==> config.mk <==
export PLATFORM = sky130hd
export DESIGN_NAME = alu_risc_mc
export DESIGN_NICKNAME = d
export VERILOG_FILES = /design/src/rtl/alu_risc_pkg.sv /design/src/rtl/alu_risc_mul_seq.sv /design/src/rtl/alu_risc_mc.sv
export SDC_FILE = /design/constraint.sdc
export NUM_CORES = 1
export LEC_CHECK = 0
export ABC_AREA = 0
export CORE_ASPECT_RATIO = 0.9
export CORE_UTILIZATION = 40
export CTS_CLUSTER_SIZE = 30
export DETAILED_ROUTE_END_ITERATION = 16
export PLACE_DENSITY = 0.6
export RECOVER_POWER = 25
export SLEW_MARGIN = 15
export SYNTH_ARGS = -nofsm -noshare
export SYNTH_HDL_FRONTEND = slang
export SYNTH_HIERARCHICAL = 1
export SYNTH_SLANG_ARGS = --single-unit
==> constraint.sdc <==
create_clock -name clk -period 2.1 [get_ports clk]
set_input_delay 0.42 -clock clk [delete_from_list [all_inputs] [get_ports clk]]
set_output_delay 0.42 -clock clk [all_outputs]
set_load 0.01 [all_outputs]
==> src/rtl/alu_risc_pkg.sv <==
// Shared definitions for the multi-cycle RISC ALU.
// Holds the 4-bit opcode map (including the codes reserved for RD/WR/BR/BRZ,
// which this block treats as "result 0, flags 0") and the FSM state encoding.
package alu_risc_pkg;

  localparam logic [3:0] OP_NOP = 4'b0000;
  localparam logic [3:0] OP_ADD = 4'b0001;
  localparam logic [3:0] OP_SUB = 4'b0010;
  localparam logic [3:0] OP_AND = 4'b0011;
  localparam logic [3:0] OP_NOT = 4'b0100;
  localparam logic [3:0] OP_RD  = 4'b0101;
  localparam logic [3:0] OP_WR  = 4'b0110;
  localparam logic [3:0] OP_BR  = 4'b0111;
  localparam logic [3:0] OP_BRZ = 4'b1000;
  localparam logic [3:0] OP_OR  = 4'b1001;
  localparam logic [3:0] OP_XOR = 4'b1010;
  localparam logic [3:0] OP_SHL = 4'b1011;
  localparam logic [3:0] OP_SHR = 4'b1100;
  localparam logic [3:0] OP_MUL = 4'b1101;

  typedef enum logic [1:0] {
    ST_IDLE = 2'd0,
    ST_MUL  = 2'd1,
    ST_DONE = 2'd2
  } state_e;

endpackage

==> src/rtl/alu_risc_mul_seq.sv <==
// Sequential unsigned shift-add multiplier.
// Ports:
//   clk, rst   - clock, synchronous active-high reset (discards any partial product)
//   start      - load operands a/b; the first partial product is formed on this edge
//   a, b       - operands (only sampled when start is high)
//   busy       - steps still outstanding
//   done       - one-cycle pulse; product is final while done is high
//   product    - 2*DATAWIDTH-bit result
// Bit 0 of the multiplier is consumed on the start edge, the remaining
// DATAWIDTH-1 bits on the following edges, so done is high in the cycle after
// the last step and the caller can register the result on the next edge.
module alu_risc_mul_seq #(
  parameter int DATAWIDTH = 8
) (
  input  logic                   clk,
  input  logic                   rst,
  input  logic                   start,
  input  logic [DATAWIDTH-1:0]   a,
  input  logic [DATAWIDTH-1:0]   b,
  output logic                   busy,
  output logic                   done,
  output logic [2*DATAWIDTH-1:0] product
);

  localparam int CW = $clog2(DATAWIDTH) + 1;

  logic [2*DATAWIDTH-1:0] acc_q;
  logic [2*DATAWIDTH-1:0] mcand_q;
  logic [DATAWIDTH-1:0]   mplier_q;
  logic [CW-1:0]          cnt_q;
  logic                   done_q;

  always_ff @(posedge clk) begin
    if (rst) begin
      acc_q    <= '0;
      mcand_q  <= '0;
      mplier_q <= '0;
      cnt_q    <= '0;
      done_q   <= 1'b0;
    end else begin
      done_q <= 1'b0;
      if (start) begin
        acc_q    <= a[0] ? {{DATAWIDTH{1'b0}}, b} : '0;
        mcand_q  <= {{DATAWIDTH{1'b0}}, b} << 1;
        mplier_q <= a >> 1;
        cnt_q    <= CW'(DATAWIDTH - 1);
      end else if (cnt_q != '0) begin
        if (mplier_q[0]) begin
          acc_q <= acc_q + mcand_q;
        end
        mcand_q  <= mcand_q << 1;
        mplier_q <= mplier_q >> 1;
        cnt_q    <= cnt_q - CW'(1);
        if (cnt_q == CW'(1)) begin
          done_q <= 1'b1;
        end
      end
    end
  end

  assign busy    = (cnt_q != '0);
  assign done    = done_q;
  assign product = acc_q;

endmodule

==> src/rtl/alu_risc_mc.sv <==
// Multi-cycle RISC ALU with registered result/flags and valid/ready on both sides.
// Ports:
//   clk, rst              - clock, synchronous active-high reset
//   in_valid / in_ready   - request handshake (select, data_1, data_2)
//   out_valid / out_ready - result handshake (alu_out and flags)
//   alu_out               - registered result
//   alu_zero_flag, alu_neg_flag - derived from the registered alu_out
//   alu_carry_flag, alu_ovf_flag - registered with the result
//   dbg_state             - current FSM state (alu_risc_pkg::state_e encoding)
// Handshake: a transfer happens on a rising edge where valid && ready are both
// high. The requester holds in_valid and its payload until in_ready is seen;
// the block holds out_valid and the result stable until out_ready is seen.
// Single-cycle ops are computed straight from the request on the accepting
// edge; MUL operands are captured by the multiplier on that same edge, so
// input changes after acceptance have no effect.
module alu_risc_mc
  import alu_risc_pkg::*;
#(
  parameter int DATAWIDTH   = 8,
  parameter int OPCODE_SIZE = 4
) (
  input  logic                   clk,
  input  logic                   rst,
  input  logic                   in_valid,
  output logic                   in_ready,
  input  logic [OPCODE_SIZE-1:0] select,
  input  logic [DATAWIDTH-1:0]   data_1,
  input  logic [DATAWIDTH-1:0]   data_2,
  output logic                   out_valid,
  input  logic                   out_ready,
  output logic [DATAWIDTH-1:0]   alu_out,
  output logic                   alu_zero_flag,
  output logic                   alu_carry_flag,
  output logic                   alu_neg_flag,
  output logic                   alu_ovf_flag,
  output logic [1:0]             dbg_state
);

  localparam int W = DATAWIDTH;

  state_e         state_q, state_d;
  logic [W-1:0]   out_q, out_d;
  logic           carry_q, carry_d;
  logic           ovf_q, ovf_d;

  logic           mul_start;
  logic           mul_busy;
  logic           mul_done;
  logic [2*W-1:0] mul_product;

  // Combinational single-cycle ALU on the incoming request.
  logic [W:0]     sum;
  logic [W:0]     diff;
  logic [W-1:0]   alu_res;
  logic           alu_carry;
  logic           alu_ovf;

  always_comb begin
    sum       = {1'b0, data_1} + {1'b0, data_2};
    diff      = {1'b0, data_1} - {1'b0, data_2};
    alu_res   = '0;
    alu_carry = 1'b0;
    alu_ovf   = 1'b0;
    case (select)
      OPCODE_SIZE'(OP_ADD): begin
        alu_res   = sum[W-1:0];
        alu_carry = sum[W];
        alu_ovf   = (data_1[W-1] == data_2[W-1]) && (sum[W-1] != data_1[W-1]);
      end
      OPCODE_SIZE'(OP_SUB): begin
        alu_res   = diff[W-1:0];
        alu_carry = diff[W];  // borrow: A < B unsigned
        alu_ovf   = (data_1[W-1] != data_2[W-1]) && (diff[W-1] != data_1[W-1]);
      end
      OPCODE_SIZE'(OP_AND): alu_res = data_1 & data_2;
      OPCODE_SIZE'(OP_NOT): alu_res = ~data_2;
      OPCODE_SIZE'(OP_OR):  alu_res = data_1 | data_2;
      OPCODE_SIZE'(OP_XOR): alu_res = data_1 ^ data_2;
      OPCODE_SIZE'(OP_SHL): begin
        alu_res   = data_1 << 1;
        alu_carry = data_1[W-1];
      end
      OPCODE_SIZE'(OP_SHR): begin
        alu_res   = data_1 >> 1;
        alu_carry = data_1[0];
      end
      // NOP and the codes owned by the control unit produce 0 with no flags.
      OPCODE_SIZE'(OP_NOP), OPCODE_SIZE'(OP_RD), OPCODE_SIZE'(OP_WR),
      OPCODE_SIZE'(OP_BR), OPCODE_SIZE'(OP_BRZ): alu_res = '0;
      default: alu_res = '0;
    endcase
  end

  alu_risc_mul_seq #(.DATAWIDTH(W)) u_mul (
    .clk     (clk),
    .rst     (rst),
    .start   (mul_start),
    .a       (data_1),
    .b       (data_2),
    .busy    (mul_busy),
    .done    (mul_done),
    .product (mul_product)
  );

  always_ff @(posedge clk) begin
    if (rst) begin
      state_q <= ST_IDLE;
      out_q   <= '0;
      carry_q <= 1'b0;
      ovf_q   <= 1'b0;
    end else begin
      state_q <= state_d;
      out_q   <= out_d;
      carry_q <= carry_d;
      ovf_q   <= ovf_d;
    end
  end

  always_comb begin
    state_d   = state_q;
    out_d     = out_q;
    carry_d   = carry_q;
    ovf_d     = ovf_q;
    mul_start = 1'b0;
    case (state_q)
      ST_IDLE: begin
        if (in_valid) begin
          if (select == OPCODE_SIZE'(OP_MUL)) begin
            mul_start = 1'b1;
            state_d   = ST_MUL;
          end else begin
            out_d   = alu_res;
            carry_d = alu_carry;
            ovf_d   = alu_ovf;
            state_d = ST_DONE;
          end
        end
      end
      ST_MUL: begin
        // mul_busy is informational; completion is signalled by the done pulse.
        if (mul_done && !mul_busy) begin
          out_d   = mul_product[W-1:0];
          carry_d = |mul_product[2*W-1:W];
          ovf_d   = 1'b0;
          state_d = ST_DONE;
        end
      end
      ST_DONE: begin
        if (out_ready) begin
          state_d = ST_IDLE;
        end
      end
      default: state_d = ST_IDLE;
    endcase
  end

  assign in_ready       = (state_q == ST_IDLE) && !rst;
  assign out_valid      = (state_q == ST_DONE);
  assign alu_out        = out_q;
  assign alu_zero_flag  = (out_q == '0);
  assign alu_neg_flag   = out_q[W-1];
  assign alu_carry_flag = carry_q;
  assign alu_ovf_flag   = ovf_q;
  assign dbg_state      = state_q;

endmodule

==> results of run 1 <==
layout make-up:
class	count	area, µm²
multi-input cells	483	3500
well taps	152	190
flip-flops and latches	55	1110
inverters	33	136
fillers	1018	4440
clock buffers	6	139
repair buffers	188	1510
clock inverters	1	5.00
through the flow:
stage	util [%]	area, µm²
finish	59.7	6590
global route	59.7	6590
CTS	57.9	6390
detailed placement	55.1	6080
global placement	55.1	6080
floorplan	-	4710
how the worst max path moves through the flow:
stage	end
final	u_mul/product[15]
after floorplan	alu_out[2]
after global routing	u_mul/product[15]
after global placement	alu_out[2]
after detailed placement	alu_out[2]
after CTS	u_mul/product[15]
timing repair:
item,in CTS,in global routing
pin swaps,13,23
setup buffers,4,10
hold endpoints to repair,0,0
resized for setup,50,65
endpoints found under the setup margin,18,17
cells by family (layout without fill, tap and decap cells):
| group | after synthesis | count (layout) | share of synthesized area [%] |
|---|---|---|---|
| AOI/OAI and AO/OA | 198 | 198 | 28.3 |
| xor gates and xnor gates | 8 | 8 | 1.52 |
| adders and majority gates | 44 | 44 | 12.4 |
| buffers and inverters | 71 | 228 | 7.55 |
| DFF | 55 | 55 | 23.8 |
| muxes | 7 | 7 | 1.57 |
| and+or+nand+nor | 226 | 226 | 24.8 |
power by group:
| group | switching [mW] | internal (mW) | leakage [nW] | total, mW |
|---|---|---|---|---|
| Combinational | 0.868 | 0.611 | 2.39 | 1.48 |
| Sequential | 0.0638 | 1.11 | 0.449 | 1.17 |
| Clock | 0.377 | 0.467 | 0.0727 | 0.844 |
state kept, by name, indices dropped and copies added, names as in the netlist:
name / flops
alu_out: 8
u_mul/mcand_q: 15
u_mul/mplier_q: 7
dbg_state: 2
u_mul/cnt_q: 4
u_mul/product: 16
alu_ovf_flag: 1
alu_carry_flag: 1
u_mul/done: 1
cells in the mapped netlist (3+ instances only):
| library cell | n |
|---|---|
| nand2_1 | 77 |
| a21oi_1 | 75 |
| dfxtp_1 | 55 |
| nor2_1 | 47 |
| ha_1 | 41 |
| inv_1 | 32 |
| nand3_1 | 19 |
| o21ai_0 | 18 |
| clkbuf_1 | 17 |
| a21o_1 | 13 |
| a31oi_1 | 11 |
| nor3_1 | 10 |
| a22oi_1 | 9 |
| buf_2 | 9 |
| nor2b_1 | 8 |
| o211ai_1 | 8 |
| a211oi_1 | 7 |
| and3_1 | 7 |
| nand2b_1 | 7 |
| or4_1 | 6 |
| a221o_1 | 5 |
| buf_4 | 5 |
| mux2i_1 | 5 |
| o21ai_1 | 5 |
| o221ai_1 | 5 |
| a221oi_1 | 4 |
| and2_1 | 4 |
| nand4_1 | 4 |
| or3_1 | 4 |
| xnor2_1 | 4 |
| xor2_1 | 4 |
| a21oi_2 | 3 |
| a2bb2oi_1 | 3 |
| buf_6 | 3 |
| clkbuf_8 | 3 |
| fa_1 | 3 |
| o21a_1 | 3 |
| o22ai_1 | 3 |
| o31ai_1 | 3 |
| or2_2 | 3 |
worst max-delay path: stages, from the launching register on:
cell and delay [ns]:
dfxtp_1 0.39, ha_4 0.22, a21oi_2 0.20, o21ai_2 0.12
or4_4 0.49, o21ai_2 0.16, mux2i_1 0.23, mux2i_1 0.19
layer usage:
metal,up-vias,share of wire (%)
met5,-,0
met1,2411,47
li1,2502,-
met4,0,2.0
met3,25,6.7
met2,189,45
==> flow_metrics.env, run 1 <==
export IMPL_clkSinkCount=55
export IMPL_grt_overflow_total=0
export IMPL_place_worst_setup_slack_ns=-0.770
export IMPL_die_area_mm2=0.0120
export IMPL_crit_required_ns=2.33
export IMPL_r2r_start="u_mul/product[8]"
export IMPL_grt_pass1_wl_um=24700
export IMPL_ys_async_sr_fraction_pct=0
export IMPL_cp_max_fo=3
export IMPL_grt_met3_usage_pct=4.66
export IMPL_vias=5127
export IMPL_p_per_area_mw_per_mm2=530
export IMPL_critPathLaunchType="register"
export IMPL_timing_final_max_slew_violations=0
export IMPL_rsz0062_at_grt="yes"
export IMPL_leakage_nw=2.91
export IMPL_drtIter0Drc=356
export IMPL_die_y_um=104
export IMPL_gr_usage_all_layers_pct=26.3
export IMPL_arrival_ns=2.30
export IMPL_drtAntennaViolNets=0
export IMPL_critPathKind="register to register"
export IMPL_tns_ns=0
export IMPL_netlist_instances=609
export IMPL_numCtsBuffers=5
export IMPL_fin_nets=834
export IMPL_grt_pass1_vias=4742
export IMPL_status="complete, no violations"
export IMPL_drive_above_1_share_pct=34.2
export IMPL_critPathCaptureType="register"
export IMPL_syn_nets=677
export IMPL_layout_commonest_cell="buf_4"
export IMPL_use_met1_pct=37.7
export IMPL_ctsHoldBuffers=0
export IMPL_grt_max_degree=32
export IMPL_instances_no_fill=918
export IMPL_coreArea_mm2=0.0110
export IMPL_hold_path_endpoint="u_mul/mplier_q[1]"
export IMPL_busiest_layer="met2"
export IMPL_whs_path_depth=3
export IMPL_setup_viol=0
export IMPL_final_cell_mix="buf_4 (144), nand2_1 (77), a21oi_1 (72), dfxtp_1 (48), nor2_1 (44)"
export IMPL_holdWs_ns=0.452
export IMPL_crit_start="u_mul/product[8]"
export IMPL_cap_violations=0
export IMPL_synth_seq_cells=55
export IMPL_drc=0
export IMPL_max_slew_worst_pin_slew_ns=0.549
export IMPL_hold_violations=0
export IMPL_placed_cells=897
export IMPL_setup_ws_ns=0.0292
export IMPL_wl_per_cell_um=17.4
export IMPL_yosys_warnings=6
export IMPL_vdd_drop_max_v=0.000333
export IMPL_path_clk_slew_ns=0.07
export IMPL_place_gp_congestion=0.985
export IMPL_ys_types=85
export IMPL_avgSynthCellArea_um2=7.59
export IMPL_synth_edf_count=0
export IMPL_max_slew_margin_pct=63.4
export IMPL_htreeDepth=2
export IMPL_clockRootBuffer="clkbuf_16"
export IMPL_cts_tree="built"
export IMPL_synth_area_leaders="dfxtp_1 (24%), ha_1 (11%), a21oi_1 (8.1%)"
export IMPL_firstDrtPassIters=6
export IMPL_reg2reg_setup_slack_ns=0.03
export IMPL_min_delay_start="data_1[2]"
export IMPL_clock_latency_ns=0.30
export IMPL_yosysTopAreaCell="dfxtp_1"
export IMPL_reg2reg_depth=7
export IMPL_use_met2_pct=40.1
export IMPL_io_buffers=39
export IMPL_fin_skew_ns=0.00748
export IMPL_hpwl_um=12300
export IMPL_start_util_pct=41.9
export IMPL_num_io_pins=40
export IMPL_fmax_mhz=483
export IMPL_vias_per_cell=5.58
export IMPL_antenna_found_initial=0
export IMPL_synth_top_area_share_pct=23.8
export IMPL_cts_path_max_buffers=2
export IMPL_period_needed_ns=2.07
export IMPL_r2r_end="u_mul/product[15]"
export IMPL_antenna_cells=0
export IMPL_worstHoldPathType="input port to register"
export IMPL_die_w_um=115
export IMPL_rows=36
export IMPL_power_mw=3.49
export IMPL_synthToLayoutAreaGrowth_pct=42.6
export IMPL_synthFlopType="dfxtp_1"
export IMPL_netlist_area_mm2=0.00462
export IMPL_routed_wl_um=16000
export IMPL_ys_seq_area_share_pct=23.8
export IMPL_min_period_over_period_pct=98.6
Power figures use the tool's default switching activity.
==> run 2: changes to the inputs <==
- DONT_BUFFER_PORTS: default -> 1
- PLACE_DENSITY: 0.6 -> 0.55
==> run 2 against run 1 <==
Against the previous run:
- maximum frequency grew 2.9%
- critical path depth is the same
- clock skew shrank 0.0014 ns
- die area is the same
- combinational power shrank 24%
- count of clock-buffer cells in the layout is the same
==> flow_metrics.env, run 2 (synthesized netlist as in run 1, its figures left out) <==
export IMPL_use_met1_pct=37.1
export IMPL_hold_violations=0
export IMPL_antenna_cells=0
export IMPL_vias_per_cell=5.73
export IMPL_drc=0
export IMPL_synthToLayoutAreaGrowth_pct=17.1
export IMPL_status="complete, no violations"
export IMPL_hold_path_endpoint="alu_out[7]"
export IMPL_slowest_stage="or4_4"
export IMPL_setup_viol=0
export IMPL_cts_path_max_buffers=2
export IMPL_max_slew_margin_pct=59.8
export IMPL_min_delay_start="rst"
export IMPL_die_area_mm2=0.0120
export IMPL_layout_commonest_cell="nand2_1"
export IMPL_period_needed_ns=2.01
export IMPL_path_cells="ha_4 -> a21oi_4 -> o21ai_2 -> or4_4 -> o21ai_2 -> mux2i_1 -> mux2i_1"
export IMPL_drive_above_1_share_pct=22.4
export IMPL_clock_latency_ns=0.30
export IMPL_firstDrtPassIters=5
export IMPL_reg2reg_setup_slack_ns=0.09
export IMPL_vdd_drop_max_v=0.000419
export IMPL_timing_final_max_slew_violations=0
export IMPL_drtIter0Drc=391
export IMPL_max_slew_worst_pin_slew_ns=0.600
export IMPL_fillers=1099
export IMPL_ctsHoldBuffers=0
export IMPL_largest_register_ffs=16
export IMPL_grt_pass1_wl_um=22800
export IMPL_critPathLaunchType="register"
export IMPL_rsz0062_at_grt="no"
export IMPL_min_period_over_period_pct=95.9
export IMPL_arrival_ns=2.25
export IMPL_die_y_um=104
export IMPL_wl_per_cell_um=17.8
export IMPL_numCtsBuffers=5
export IMPL_io_buffers=0
export IMPL_routed_wl_um=14100
export IMPL_grt_pass1_vias=4303
export IMPL_clockRootBuffer="clkbuf_16"
export IMPL_r2r_start="u_mul/mcand_q[8]"
export IMPL_rows=36
export IMPL_cp_max_fo=4
export IMPL_fmax_mhz=497
export IMPL_die_w_um=115
export IMPL_critPathCaptureType="register"
export IMPL_grt_overflow_total=0
export IMPL_cts_tree="built"
export IMPL_worstHoldPathType="input port to register"
export IMPL_tns_ns=0
export IMPL_fin_skew_ns=0.00610
export IMPL_critPathBufInv=0
export IMPL_path_clk_slew_ns=0.07
export IMPL_gr_usage_all_layers_pct=24.1
export IMPL_busiest_layer="met1"
export IMPL_cp_depth=7
export IMPL_htreeDepth=2
export IMPL_coreArea_mm2=0.0110
export IMPL_place_gp_congestion=0.904
export IMPL_leakage_nw=2.22
export IMPL_hpwl_um=10700
export IMPL_max_stage_delay_ns=0.49
export IMPL_use_met2_pct=34.8
export IMPL_r2r_end="u_mul/product[15]"
export IMPL_whs_path_depth=1
export IMPL_final_cell_mix="nand2_1 (77), a21oi_1 (72), buf_4 (58), nor2_1 (46), dfxtp_1 (42)"
export IMPL_p_per_area_mw_per_mm2=599
export IMPL_fin_nets=707
export IMPL_cap_violations=0
export IMPL_start_util_pct=41.9
export IMPL_grt_met3_usage_pct=4.14
export IMPL_vias=4529
export IMPL_num_io_pins=40
export IMPL_clkSinkCount=55
export IMPL_path_delay_family="simple AND/OR/NAND/NOR gates"
export IMPL_crit_required_ns=2.33
export IMPL_critPathKind="register to register"
export IMPL_drtAntennaViolNets=0
export IMPL_antenna_found_initial=0
export IMPL_grt_max_degree=41
export IMPL_reg2reg_depth=7
export IMPL_final_util_pct=49.1
==> run 2: metal layers <==
| layer | up-vias | part of all wire (%) |
|---|---|---|
| met2 | 119 | 41 |
| met5 | - | 0 |
| met4 | 0 | 0.89 |
| met1 | 2153 | 52 |
| met3 | 8 | 6.1 |
| li1 | 2249 | - |
==> run 2: worst register-to-register path: stages, from the launching register on <==
cell     delay (ns)
dfxtp_2        0.35
ha_4           0.25
a21oi_4        0.18
o21ai_2        0.10
or4_4          0.49
o21ai_2        0.16
mux2i_1        0.23
mux2i_1        0.19
==> run 2: power breakdown <==
group,total [mW],internal (mW),switching (mW)
Sequential,1.18,1.11,0.0705
Combinational,1.12,0.443,0.673
Clock,0.950,0.558,0.392
Total,3.24,2.11,1.14
==> run 2: how the worst max path moves through the flow <==
stage,slack [ns],from,end
6_report,0.09,u_mul/mcand_q[8],u_mul/product[15]
3_5_place_dp,-0.22,data_1[3],alu_ovf_flag
5_1_grt,0.002,u_mul/mcand_q[10],u_mul/product[15]
4_1_cts,0.005,u_mul/product[8],u_mul/product[15]
2_1_floorplan,-0.07,u_mul/cnt_q[1],alu_out[2]
3_3_place_gp,-0.22,data_1[0],alu_out[2]
==> run 2: through the flow <==
stage	power, mW	worst slack [ns]	cells	hold slack (ns)	area, µm²
2_1_floorplan	2.01	-0.0687	609	0.439	4710
3_3_place_gp	2.30	-0.217	785	0.460	5140
3_5_place_dp	2.30	-0.222	785	0.469	5140
4_1_cts	3.25	0.00530	792	0.186	5320
5_1_grt	3.42	0.00160	791	0.184	5410
6_report	3.24	0.0871	791	0.194	5410
==> run 2: cell type report <==
class | instances | area (µm²) | area share (%)
sequential | 55 | 1120 | 20.6
clock buffer | 6 | 129 | 2.38
inverter | 33 | 131 | 2.43
multi-input combinational | 483 | 3350 | 61.9
timing repair buffer | 61 | 463 | 8.55
tap | 152 | 190 | 3.51
clock inverter | 1 | 30.0 | 0.555
==> run 2: timing repair <==
action                                  in CTS  in global routing
buffers inserted                             0                  1
resized for setup                            7                 25
endpoints found under the setup margin       4                 10
gates cloned                                 0                  0
pin swaps                                    4                 10
==> run 3: changes to the inputs <==
- TNS_END_PERCENT: default -> 10
==> run 3 against run 2 <==
Against the previous run:
- clock power is 8.7% lower
- register-to-register slack worse by 0.05 ns
- sequential cell count stayed put
- die area stayed put
- cell count is 1.6% higher
- via count is 0.68% higher
- critical endpoint unchanged
- highest routed layer unchanged
- maximum frequency is 2.2% lower
- power is 3.8% lower
- wire length is 1.6% higher
==> flow_metrics.env, run 3 (synthesized netlist as in run 1, its figures left out) <==
export IMPL_reg2reg_setup_slack_ns=0.04
export IMPL_min_period_over_period_pct=98.0
export IMPL_final_cell_mix="nand2_1 (77), a21oi_1 (74), buf_4 (70), nor2_1 (47), dfxtp_1 (46)"
export IMPL_hold_violations=0
export IMPL_vias=4560
export IMPL_worstHoldPathType="input port to register"
export IMPL_num_io_pins=40
export IMPL_hpwl_um=11100
export IMPL_path_clk_slew_ns=0.07
export IMPL_grt_pass1_vias=4212
export IMPL_timing_final_max_slew_violations=0
export IMPL_critPathLaunchType="register"
export IMPL_clockRootBuffer="clkbuf_16"
export IMPL_antenna_found_initial=0
export IMPL_routed_wl_um=14300
export IMPL_p_switching_mw=1.16
export IMPL_rsz0062_at_grt="yes"
export IMPL_drtAntennaViolNets=0
export IMPL_cap_violations=0
export IMPL_grt_overflow_total=0
export IMPL_status="complete, no violations"
export IMPL_drive_above_1_share_pct=21.2
export IMPL_place_area_mm2=0.00513
export IMPL_p_clk_share_pct=27.8
export IMPL_fmax_mhz=486
export IMPL_rows=36
export IMPL_period_needed_ns=2.06
export IMPL_die_w_um=115
export IMPL_internal_power_mw=1.96
export IMPL_max_stage_delay_ns=0.49
export IMPL_io_buffers=0
export IMPL_numCtsBuffers=5
export IMPL_slowest_stage="or4_4"
export IMPL_place_worst_setup_slack_ns=-0.262
export IMPL_seqPwrFrac_pct=37.7
export IMPL_p_per_area_mw_per_mm2=575
export IMPL_coreArea_mm2=0.0110
export IMPL_setup_viol=0
export IMPL_grt_max_degree=41
export IMPL_fin_skew_ns=0.00458
export IMPL_place_gp_congestion=0.960
export IMPL_setup_ws_ns=0.0421
export IMPL_clkSinkCount=55
export IMPL_crit_required_ns=2.33
export IMPL_fin_area_mm2=0.00543
export IMPL_die_area_mm2=0.0120
export IMPL_layout_commonest_cell="nand2_1"
export IMPL_critPathKind="register to register"
export IMPL_cts_tree="built"
export IMPL_critPathBufInv=0
export IMPL_arrival_ns=2.29
export IMPL_largest_register_ffs=16
export IMPL_ctsHoldBuffers=0
export IMPL_die_y_um=104
export IMPL_wl_per_cell_um=17.8
export IMPL_combPwrFrac_pct=34.5
export IMPL_htreeDepth=2
export IMPL_cp_max_fo=4
export IMPL_drtIter0Drc=357
export IMPL_final_util_pct=49.2
export IMPL_tns_ns=0
export IMPL_path_delay_family="simple AND/OR/NAND/NOR gates"
export IMPL_vdd_drop_max_v=0.000498
export IMPL_start_util_pct=41.9
export IMPL_path_cells="ha_1 -> a21oi_2 -> o21ai_4 -> or4_4 -> o21ai_2 -> mux2i_1 -> mux2i_1"
export IMPL_fin_nets=719
export IMPL_vias_per_cell=5.67
export IMPL_gr_usage_all_layers_pct=24.1
export IMPL_max_slew_worst_pin_slew_ns=0.874
export IMPL_antenna_cells=0
export IMPL_crit_path_frequent_cell="mux2i_1"
export IMPL_p_sw_share_pct=37.2
export IMPL_cts_path_max_buffers=2
export IMPL_drc=0
export IMPL_grt_pass1_wl_um=22600
export IMPL_leakage_nw=2.29
export IMPL_firstDrtPassIters=5
export IMPL_synthToLayoutAreaGrowth_pct=17.3
export IMPL_critPathCaptureType="register"
export IMPL_max_slew_margin_pct=41.8
export IMPL_instances_no_fill=804
export IMPL_clock_latency_ns=0.30
export IMPL_placed_cells=792
[run 3: cell count changes in the layout (fill, tap and decap cells not counted), sizes merged]
cell	delta
inv	+1
clkinvlp	+2
bufinv	-1
buf	+12
clkbuf	-1
[run 3: final cells by class]
class / instances / area (µm²)
clock buffers: 5 / 125
clock inverters: 3 / 23.8
fillers: 1146 / 5610
inverters: 33 / 124
multi-input cells: 483 / 3310
flip-flops and latches: 55 / 1110
well taps: 152 / 190
repair buffers: 73 / 544
[run 3: path summary, 6_finish.rpt]
| kind | start | end | depth (start not counted) |
|---|---|---|---|
| setup / recovery | u_mul/product[7] | u_mul/product[15] | 7 |
| hold / removal | rst | alu_out[7] | 1 |
| hold reg to reg | u_mul/mcand_q[15] | u_mul/mcand_q[15] | 2 |
| setup reg to reg | u_mul/product[7] | u_mul/product[15] | 7 |
[run 3: power groups by stage]
stage / logic [mW] / clock network (mW) / registers, mW
6_report: 1.08 / 0.867 / 1.18
5_1_grt: 1.18 / 0.934 / 1.18
4_1_cts: 1.08 / 0.894 / 1.18
3_5_place_dp: 1.07 / 0 / 1.20
3_3_place_gp: 1.06 / 0 / 1.20
2_1_floorplan: 0.814 / 0 / 1.19
[run 3: worst register-to-register path: cells and delay by family, from the launching register on]
kind | cells | cell delay (ns)
adders and majority gates | 1 | 0.23
DFF | 1 | 0.35
AOI/OAI and AO/OA | 3 | 0.48
muxes | 2 | 0.44
and+or+nand+nor | 1 | 0.49
[run 3: layer usage]
layer	routed length (µm)	up-vias	global-route usage [%]
met4	77	0	3.80
met5	0	-	0
met2	5970	118	34.6
met1	7560	2163	37.5
met3	706	6	3.85
li1	-	2273	-
[run 3: repair_timing]
action / 4_1_cts / 5_1_grt
setup buffers: 2 / 2
setup endpoints to repair: 4 / 7
gates resized for setup: 16 / 9
cloned: 0 / 0
pin swaps: 9 / 5
[run 3: metrics by stage]
| stage | hold WS (ns) | power, mW |
|---|---|---|
| 6_report | 0.199 | 3.12 |
| 5_1_grt | 0.167 | 3.30 |
| 4_1_cts | 0.180 | 3.15 |
| 3_5_place_dp | 0.461 | 2.27 |
| 3_3_place_gp | 0.456 | 2.26 |
| 2_1_floorplan | 0.439 | 2.00 |
